`src/rtl/memreg_arb_pkg.sv`:
```
// Shared types and constants for the round-robin shared-register arbiter.
package memreg_arb_pkg;

    // Arbiter FSM: either nobody owns the register or exactly one requester does.
    typedef enum logic [0:0] {
        IDLE = 1'b0,
        OWN  = 1'b1
    } arb_state_e;

    localparam int DEF_W       = 8;
    localparam int DEF_N       = 4;
    localparam int DEF_MAXHOLD = 15;

    // Hold counter width; MAXHOLD is limited to 255 so 8 bits always suffice.
    localparam int HOLD_W = 8;

    // Width of a requester index; never narrower than one bit.
    function automatic int idx_width(input int n);
        return (n <= 2) ? 1 : $clog2(n);
    endfunction

endpackage

```
`src/rtl/memreg_arbiter_rr_pick.sv`:
```
// Combinational round-robin picker: first set request at or after Ptr, wrapping.
module rr_pick
    import memreg_arb_pkg::*;
#(
    parameter int N  = DEF_N,
    parameter int IW = idx_width(N)
) (
    input  logic [N-1:0]  Req,
    input  logic [IW-1:0] Ptr,
    output logic          Valid,
    output logic [IW-1:0] Idx
);

    logic [2*N-1:0] req2_s;

    assign req2_s = {Req, Req};

    // Scan the doubled request vector downward so the lowest position inside
    // the window [Ptr, Ptr+N) is the one that sticks.
    always_comb begin
        Valid = |Req;
        Idx   = '0;
        for (int i = 2*N-1; i >= 0; i--) begin
            if (req2_s[i] && (i >= int'(Ptr)) && (i < int'(Ptr) + N)) begin
                Idx = IW'((i >= N) ? (i - N) : i);
            end else begin
                Idx = Idx;
            end
        end
    end

endmodule

```
`src/rtl/memreg_arbiter.sv`:
```
// Round-robin arbiter granting exclusive, time-bounded ownership of one
// W-bit shared register to one of N requesters and performing its writes.
module memreg_arbiter
    import memreg_arb_pkg::*;
#(
    parameter int W       = DEF_W,
    parameter int N       = DEF_N,
    parameter int MAXHOLD = DEF_MAXHOLD
) (
    input  logic                      Clk,
    input  logic                      Reset,
    input  logic [N-1:0]              Req,
    input  logic [N-1:0]              Wr,
    input  logic [N*W-1:0]            WrData,
    output logic [N-1:0]              Grant,
    output logic [N-1:0]              Ack,
    output logic                      WriteEn,
    output logic [W-1:0]              DataOut,
    output logic [idx_width(N)-1:0]   Owner,
    output logic                      Busy
);

    localparam int IW = idx_width(N);
    localparam logic [HOLD_W-1:0] HOLD_LAST = HOLD_W'(MAXHOLD - 1);

    arb_state_e        state_r, state_n;
    logic [IW-1:0]     owner_r, owner_n;
    logic [IW-1:0]     ptr_r, ptr_n;
    logic [HOLD_W-1:0] hold_r, hold_n;
    logic [W-1:0]      data_r, data_n;
    logic [N-1:0]      ack_r, ack_n;
    logic [N-1:0]      grant_r, grant_n;
    logic              busy_r;
    logic              wr_en_s;
    logic              pick_valid_s;
    logic [IW-1:0]     pick_idx_s;
    logic              own_req_s;
    logic              own_wr_s;
    logic [W-1:0]      own_data_s;
    logic [IW-1:0]     next_ptr_s;

    rr_pick #(.N(N), .IW(IW)) u_pick (
        .Req   (Req),
        .Ptr   (ptr_r),
        .Valid (pick_valid_s),
        .Idx   (pick_idx_s)
    );

    assign own_req_s  = Req[owner_r];
    assign own_wr_s   = Wr[owner_r];
    assign own_data_s = WrData[int'(owner_r)*W +: W];
    assign next_ptr_s = (owner_r == IW'(N - 1)) ? '0 : (owner_r + IW'(1));

    // Next-state logic: arbitration in IDLE; writes, release and timeout in OWN.
    // Release beats a same-cycle write; a write in the timeout cycle still commits.
    always_comb begin
        state_n = state_r;
        owner_n = owner_r;
        ptr_n   = ptr_r;
        hold_n  = hold_r;
        data_n  = data_r;
        ack_n   = '0;
        wr_en_s = 1'b0;
        case (state_r)
            IDLE: begin
                if (pick_valid_s) begin
                    state_n = OWN;
                    owner_n = pick_idx_s;
                    hold_n  = '0;
                end else begin
                    state_n = IDLE;
                end
            end
            OWN: begin
                if (!own_req_s) begin
                    state_n = IDLE;
                    ptr_n   = next_ptr_s;
                end else begin
                    wr_en_s = own_wr_s;
                    if (own_wr_s) begin
                        data_n         = own_data_s;
                        ack_n[owner_r] = 1'b1;
                    end else begin
                        data_n = data_r;
                    end
                    if (hold_r == HOLD_LAST) begin
                        state_n = IDLE;
                        ptr_n   = next_ptr_s;
                    end else begin
                        hold_n = hold_r + HOLD_W'(1);
                    end
                end
            end
            default: begin
                state_n = IDLE;
            end
        endcase
    end

    // Registered one-hot grant follows the next owner.
    always_comb begin
        grant_n = '0;
        if (state_n == OWN) begin
            grant_n[owner_n] = 1'b1;
        end else begin
            grant_n = '0;
        end
    end

    // State, pointer, counter, storage and output registers.
    always_ff @(posedge Clk or negedge Reset) begin
        if (!Reset) begin
            state_r <= IDLE;
            owner_r <= '0;
            ptr_r   <= '0;
            hold_r  <= '0;
            data_r  <= '0;
            ack_r   <= '0;
            grant_r <= '0;
            busy_r  <= 1'b0;
        end else begin
            state_r <= state_n;
            owner_r <= owner_n;
            ptr_r   <= ptr_n;
            hold_r  <= hold_n;
            data_r  <= data_n;
            ack_r   <= ack_n;
            grant_r <= grant_n;
            busy_r  <= (state_n == OWN);
        end
    end

    assign Grant   = grant_r;
    assign Ack     = ack_r;
    assign WriteEn = wr_en_s;
    assign DataOut = data_r;
    assign Owner   = owner_r;
    assign Busy    = busy_r;

endmodule
```
`config.mk`:
```
export PLATFORM = sky130hd
export DESIGN_NAME = memreg_arbiter
export DESIGN_NICKNAME = d
export VERILOG_FILES = /design/src/rtl/memreg_arb_pkg.sv /design/src/rtl/memreg_arbiter_rr_pick.sv /design/src/rtl/memreg_arbiter.sv
export SDC_FILE = /design/constraint.sdc
export NUM_CORES = 1
export LEC_CHECK = 0
export BUFFER_PORTS_ARGS = -buffer_cell sky130_fd_sc_hd__clkbuf_2
export CAP_MARGIN = 5
export CELL_PAD_IN_SITES_DETAIL_PLACEMENT = 1
export CELL_PAD_IN_SITES_GLOBAL_PLACEMENT = 2
export CORE_UTILIZATION = 31
export DETAILED_ROUTE_END_ITERATION = 10
export PLACE_DENSITY = 0.91
export SYNTH_ARGS = -nofsm -noshare
export SYNTH_HDL_FRONTEND = slang
export SYNTH_HIERARCHICAL = 1
export SYNTH_SLANG_ARGS = --single-unit
```
`constraint.sdc`:
```
create_clock -name Clk -period 1.9 [get_ports Clk]
set_clock_uncertainty 0.05 [all_clocks]
set_input_delay 0.38 -clock Clk [delete_from_list [all_inputs] [get_ports Clk]]
set_output_delay 0.38 -clock Clk [all_outputs]
set_load 0.005 [all_outputs]
```
==> metrics, run 1 <==
status finished, violations left; failing checks setup timing; RSZ-0062 raised after global routing yes; initial antenna violation count 0; syn_nets 176; power density cells 1530 nW/um^2; Clk Latency, worst-skew pair 0.28 ns; GR Util met1 0.206; grt met2 use 0.312; Hold Fails Final Rpt 0; clk sink count 29; Post-synth top flop dfrtp_1; Placed Instance Area 2080 um^2; Mapped Area 1630 um^2; fin crit period 1.99 ns; Crit Path Class reg -> out; worst path required time 1.47 ns; CP Cell Sequence mux4_2, and2_4, clkbuf_2; Root Buffer clkbuf_8; largest net degree at the start of global routing 30; Seq/Total Area, Yosys 0.444; fin crit share 1.05; Least-Margin Pin Slew 0.729 ns; DP Worst Slack 0.0664 ns; H-tree levels 2; fin. max-slew vios 0; VDD IR max 0.000722 V; DRC viols 0; Iter 0 DRT Violations 65; Die Span Y 74.6 um; max cap viols 0; post-route ant nets 0; #FFs+latches synth 29; Area growth, synth to finish 37.1%; yosys warns 6; GRT overflow 0; Total Power 3.43 mW; dpl hpwl 3.34 mm; row count 26; Critical Path End Type primary output; Placer Congestion 0.774; worst hold slack 0.0955 ns; Post-synth EDFFs 0; # IOs 62; drt pass-1 iters 4; syn avg cell area 12.8 um^2; GR met3 Demand/Resource 0.0515; post-DR vias/cell 5.01; Netlist cell types 36; Worst slew margin 0.514; drt total wl 4.55 mm; GR peak layer met2; Buffers & Inverters on Critical Path 1; all-layer global routing usage 0.178; final setup vio count 1; ant diodes 0; Core ar. 5110 um^2; CTS tree yes; final worst slack -0.0886 ns; Worst EP arrival 1.56 ns; WL/cell 16.4 um; CP peak stage delay 0.56 ns; Die Wd 74.6 um; asr flop ratio synth 1.00; hold crit path type in -> async; total CTS buffers 5; IO Port Bufs 61; Crit Path Max Fanout 4; via count 1387; Worst setup SP type flip-flop; Filler cells 593; vias in the first global route 1495; design area 2240 um^2; full die area 5570 um^2; cells after synthesis 128; Initial Util 0.320; layout cells sized above 1 0.522; CP max stage cell mux4_2; Fmax 0.503 GHz; Leakage 1.18 nW; first-pass GRT wire length 7.22 mm; family with the most delay on the worst path multiplexers; final net count 254; CTS max path bufs 2; clock-pin slew on the worst setup and hold paths 0.07 ns; reg-to-reg setup timing slack 0.05 ns
## worst paths after layout
kind / start / cells past startpoint / end
min reg2reg: DataOut[5]$_DFFE_PN0P_ / 1 / DataOut[5]$_DFFE_PN0P_
max reg2reg: Owner[0]$_DFF_PN0_ / 6 / hold_r[3]$_DFFE_PN0P_
max: Owner[0]$_DFF_PN0_ / 3 / WriteEn
min: Reset / 1 / Ack[0]$_DFF_PN0_
max in group asynchronous: Reset / 1 / Owner[0]$_DFF_PN0_
min in group Clk: DataOut[5]$_DFFE_PN0P_ / 1 / DataOut[5]$_DFFE_PN0P_
## sequential cells by signal, indices dropped and copies added, names as in the netlist
register and cells:
Ack 4, Busy 1, DataOut 8, Grant 4, Owner 2, hold_r 8, ptr_r 2
## routing by layer
layer  wire length, um  share of wire  vias to the layer above
li1                  -              -                      627
met3               372          0.082                        8
met5                 0              0                        -
met4                88          0.019                        0
met2              2290           0.50                       56
met1              1810           0.40                      696
## power breakdown
part | switching (mW) | internal, mW
Clock | 0.229 | 0.427
Combinational | 0.774 | 0.985
Sequential | 0.183 | 0.835
Total | 1.19 | 2.25
## synth_stat cells, drive strengths merged (2+ instances only)
cell | count | share of area
a21boi | 2 | 0.0092
and2 | 2 | 0.0092
and3 | 6 | 0.023
buf | 4 | 0.020
clkbuf | 2 | 0.0046
dfrtp | 29 | 0.44
ha | 6 | 0.046
inv | 8 | 0.018
mux2 | 12 | 0.10
mux2i | 9 | 0.055
mux4 | 9 | 0.12
nand2 | 7 | 0.016
nand2b | 2 | 0.0077
nand3 | 7 | 0.021
nor2 | 2 | 0.0046
nor3 | 4 | 0.012
nor3b | 2 | 0.0092
## through the flow
step / setup TNS (ns) / utilization / std cells
floorplan: 0 / - / 128
global placement: 0 / 0.407 / 265
detailed placement: 0 / 0.407 / 265
CTS: -0.0712 / 0.433 / 275
global route: -0.137 / 0.439 / 277
finish: -0.0886 / 0.439 / 277
## kinds of logic (layout without fill, tap and decap cells)
kind of cell,after synthesis,in the layout,synth area share
and+or+nand+nor,38,38,0.131
muxes,30,30,0.283
DFF,29,29,0.444
buffers and inverters,14,93,0.0429
AOI/OAI and AO/OA,11,11,0.0536
adders and majority gates,6,6,0.0459
## worst reg2reg max path, cell delays in order, from the launching register on
cell	delay, ns
dfrtp_2	0.45
mux2_4	0.32
a22o_1	0.25
buf_4	0.14
buf_6	0.13
a41o_1	0.23
and3_1	0.17
## final cells by class
type	instances	area (um^2)	share of cell area
Clock inverter	1	30.0	0.0134
Tap cell	70	87.6	0.0391
Sequential cell	29	727	0.325
Multi-Input combinational cell	85	850	0.379
Timing Repair Buffer	77	429	0.192
Inverter	8	30.0	0.0134
Clock buffer	7	86.3	0.0385
## cells in the final DEF (no fill, tap or decap), types with 2 or more instances in the layout
master     n
and3_1     6
buf_4     15
clkbuf_2  61
clkbuf_8   6
dfrtp_1   28
ha_1       6
inv_1      7
mux2_1     2
mux2_4    10
mux2i_1    9
mux4_2     9
nand2_1    7
nand2b_1   2
nand3_1    7
nor2_1     2
nor3_1     4
nor3b_1    2
## timing repair
action | CTS | global route
cloned | 0 | 0
gates resized for setup | 2 | 4
pin swaps | 1 | 2
hold buffers | 0 | 0
hold endpoints to repair | 0 | 0
setup endpoints to repair | 1 | 6
setup buffers | 2 | 2
Note: power is estimated with default switching activity, not from simulation.
==> run 2: changes to the inputs <==
--- a/config.mk
+++ b/config.mk
@@ -12,6 +12,7 @@
 export CORE_UTILIZATION = 31
 export DETAILED_ROUTE_END_ITERATION = 10
 export PLACE_DENSITY = 0.91
+export SETUP_SLACK_MARGIN = 0.1
 export SYNTH_ARGS = -nofsm -noshare
 export SYNTH_HDL_FRONTEND = slang
 export SYNTH_HIERARCHICAL = 1
==> metrics, run 2 (synthesized netlist as in run 1, its figures left out) <==
status finished, violations left (unchanged); failing checks setup timing (unchanged); Final Util 0.432 (was 0.439); DP Worst Slack 0.0702 ns (was 0.0664 ns); CTS max path bufs 2 (unchanged); clock-pin slew on the worst setup and hold paths 0.07 ns (about the same); Clk Latency, worst-skew pair 0.28 ns (about the same); most common cell after layout, fill and taps aside clkbuf_2 (unchanged); Fmax 0.504 GHz (was 0.503 GHz); total CTS buffers 5 (unchanged); final std cells w/o fill 275 (was 277); worst path required time 1.47 ns (about the same); reg2reg start Owner[0]$_DFF_PN0_ (unchanged); Least-Margin Pin Slew 0.763 ns (was 0.729 ns); layout cells sized above 1 0.522 (about the same); final setup vio count 1 (unchanged); max cap viols 0 (unchanged); Worst EP arrival 1.55 ns (was 1.56 ns); Buffers & Inverters on Critical Path 1 (unchanged); R2R depth 5 (was 6); Crit Path Max Fanout 5 (was 4); post-route ant nets 0 (unchanged); WL met1 1.87 mm (was 1.81 mm); H-tree levels 2 (unchanged); Placed Cells 265 (unchanged); RSZ-0062 raised after global routing yes (unchanged); Core ar. 5110 um^2 (unchanged); Root Buffer clkbuf_8 (unchanged); Iter 0 DRT Violations 80 (was 65); GRT overflow 0 (unchanged); via count 1367 (was 1387); fin. max-slew vios 0 (unchanged); Worst slew margin 0.492 (was 0.514); VDD IR max 0.000569 V (was 0.000722 V); drt total wl 4.32 mm (was 4.55 mm); final worst slack -0.0834 ns (was -0.0886 ns); Critical Path End Type primary output (unchanged); R2R Path End DataOut[2]$_DFFE_PN0P_ (was hold_r[3]$_DFFE_PN0P_); most frequent cells in the layout clkbuf_2 (61), dfrtp_1 (28), buf_4 (14) (was clkbuf_2 (61), dfrtp_1 (28), buf_4 (15)); post-DR vias/cell 4.97 (was 5.01); ant diodes 0 (unchanged); Initial Util 0.320 (unchanged); CP max stage cell dfrtp_2 (was mux4_2); clk sink count 29 (unchanged); Filler cells 589 (was 593); Total Power 3.25 mW (was 3.43 mW); Placer Congestion 0.771 (was 0.774); vias in the first global route 1400 (was 1495); Crit Path Class reg -> out (unchanged); Area growth, synth to finish 35.0% (was 37.1%); largest net degree at the start of global routing 30 (unchanged); CP peak stage delay 0.45 ns (was 0.56 ns); WL/cell 15.7 um (was 16.4 um); CP Cell Sequence mux2_4, a22o_1, and2_4, clkbuf_2 (was mux4_2, and2_4, clkbuf_2); top sig layer met4 (unchanged); power density cells 1470 nW/um^2 (was 1530 nW/um^2); Worst setup SP type flip-flop (unchanged); fin crit share 1.04 (was 1.05); first-pass GRT wire length 6.78 mm (was 7.22 mm); DR WL met2 2.06 mm (was 2.29 mm); row count 26 (unchanged); Die Wd 74.6 um (unchanged); all-layer global routing usage 0.172 (was 0.178); Post-CTS Hold Buffers 0 (unchanged); # IOs 62 (unchanged); Die Span Y 74.6 um (unchanged); Leakage 1.17 nW (was 1.18 nW); fin crit period 1.98 ns (was 1.99 ns); full die area 5570 um^2 (unchanged); Met3 Routed Length 311 um (was 372 um); drt pass-1 iters 3 (was 4); family with the most delay on the worst path flip-flops (was multiplexers); Post-Route Setup TNS -0.0834 ns (was -0.0886 ns); DRC viols 0 (unchanged); dpl hpwl 3.32 mm (was 3.34 mm); initial antenna violation count 0 (unchanged); reg-to-reg setup timing slack 0.07 ns (was 0.05 ns); hold crit path type in -> async (unchanged); final net count 252 (was 254); CTS tree yes (unchanged); Hold Fails Final Rpt 0 (unchanged); IO Port Bufs 61 (unchanged)
## run 2: routing by layer
layer,vias up,track usage
li1,624,-
met1,681,0.208
met2,55,0.286
met5,-,0
met4,0,0.0818
met3,7,0.0420
## run 2: what timing repair did
item | 4_1_cts | 5_1_grt
pin swaps | 1 | 2
gates resized for setup | 1 | 3
endpoints found under the setup margin | 1 | 18
buffers inserted | 2 | 1
## run 2: final cells by class
class | count | area [um^2] | share of cell area
flip-flops and latches | 29 | 727 | 0.330
well taps | 70 | 87.6 | 0.0397
multi-input cells | 85 | 850 | 0.385
repair buffers | 75 | 410 | 0.186
inverters | 8 | 30.0 | 0.0136
clock inverters | 1 | 5.00 | 0.00227
clock buffers | 7 | 96.3 | 0.0437
## run 2: how the worst max path moves through the flow
stage                       start                endpoint  depth (start not counted)
3_5_place_dp   Owner[0]$_DFF_PN0_                 WriteEn                          3
3_3_place_gp   Owner[0]$_DFF_PN0_                 WriteEn                          3
2_1_floorplan  Owner[0]$_DFF_PN0_  DataOut[0]$_DFFE_PN0P_                          5
4_1_cts        Owner[0]$_DFF_PN0_                 WriteEn                          4
6_report       Owner[0]$_DFF_PN0_                 WriteEn                          4
5_1_grt        Owner[0]$_DFF_PN0_                 WriteEn                          4
## run 2: where the power goes
part           leakage [nW]  switching, mW  internal [mW]
Sequential            0.371          0.184          0.835
Combinational         0.744          0.728          0.941
Clock                0.0542          0.234          0.327
## run 2: metrics by stage
| stage | hold slack, ns | cell area [um^2] |
|---|---|---|
| global placement | 0.423 | 2080 |
| floorplan | 0.0344 | 1630 |
| finish | 0.106 | 2210 |
| global route | 0.160 | 2210 |
| CTS | 0.124 | 2190 |
| detailed placement | 0.441 | 2080 |
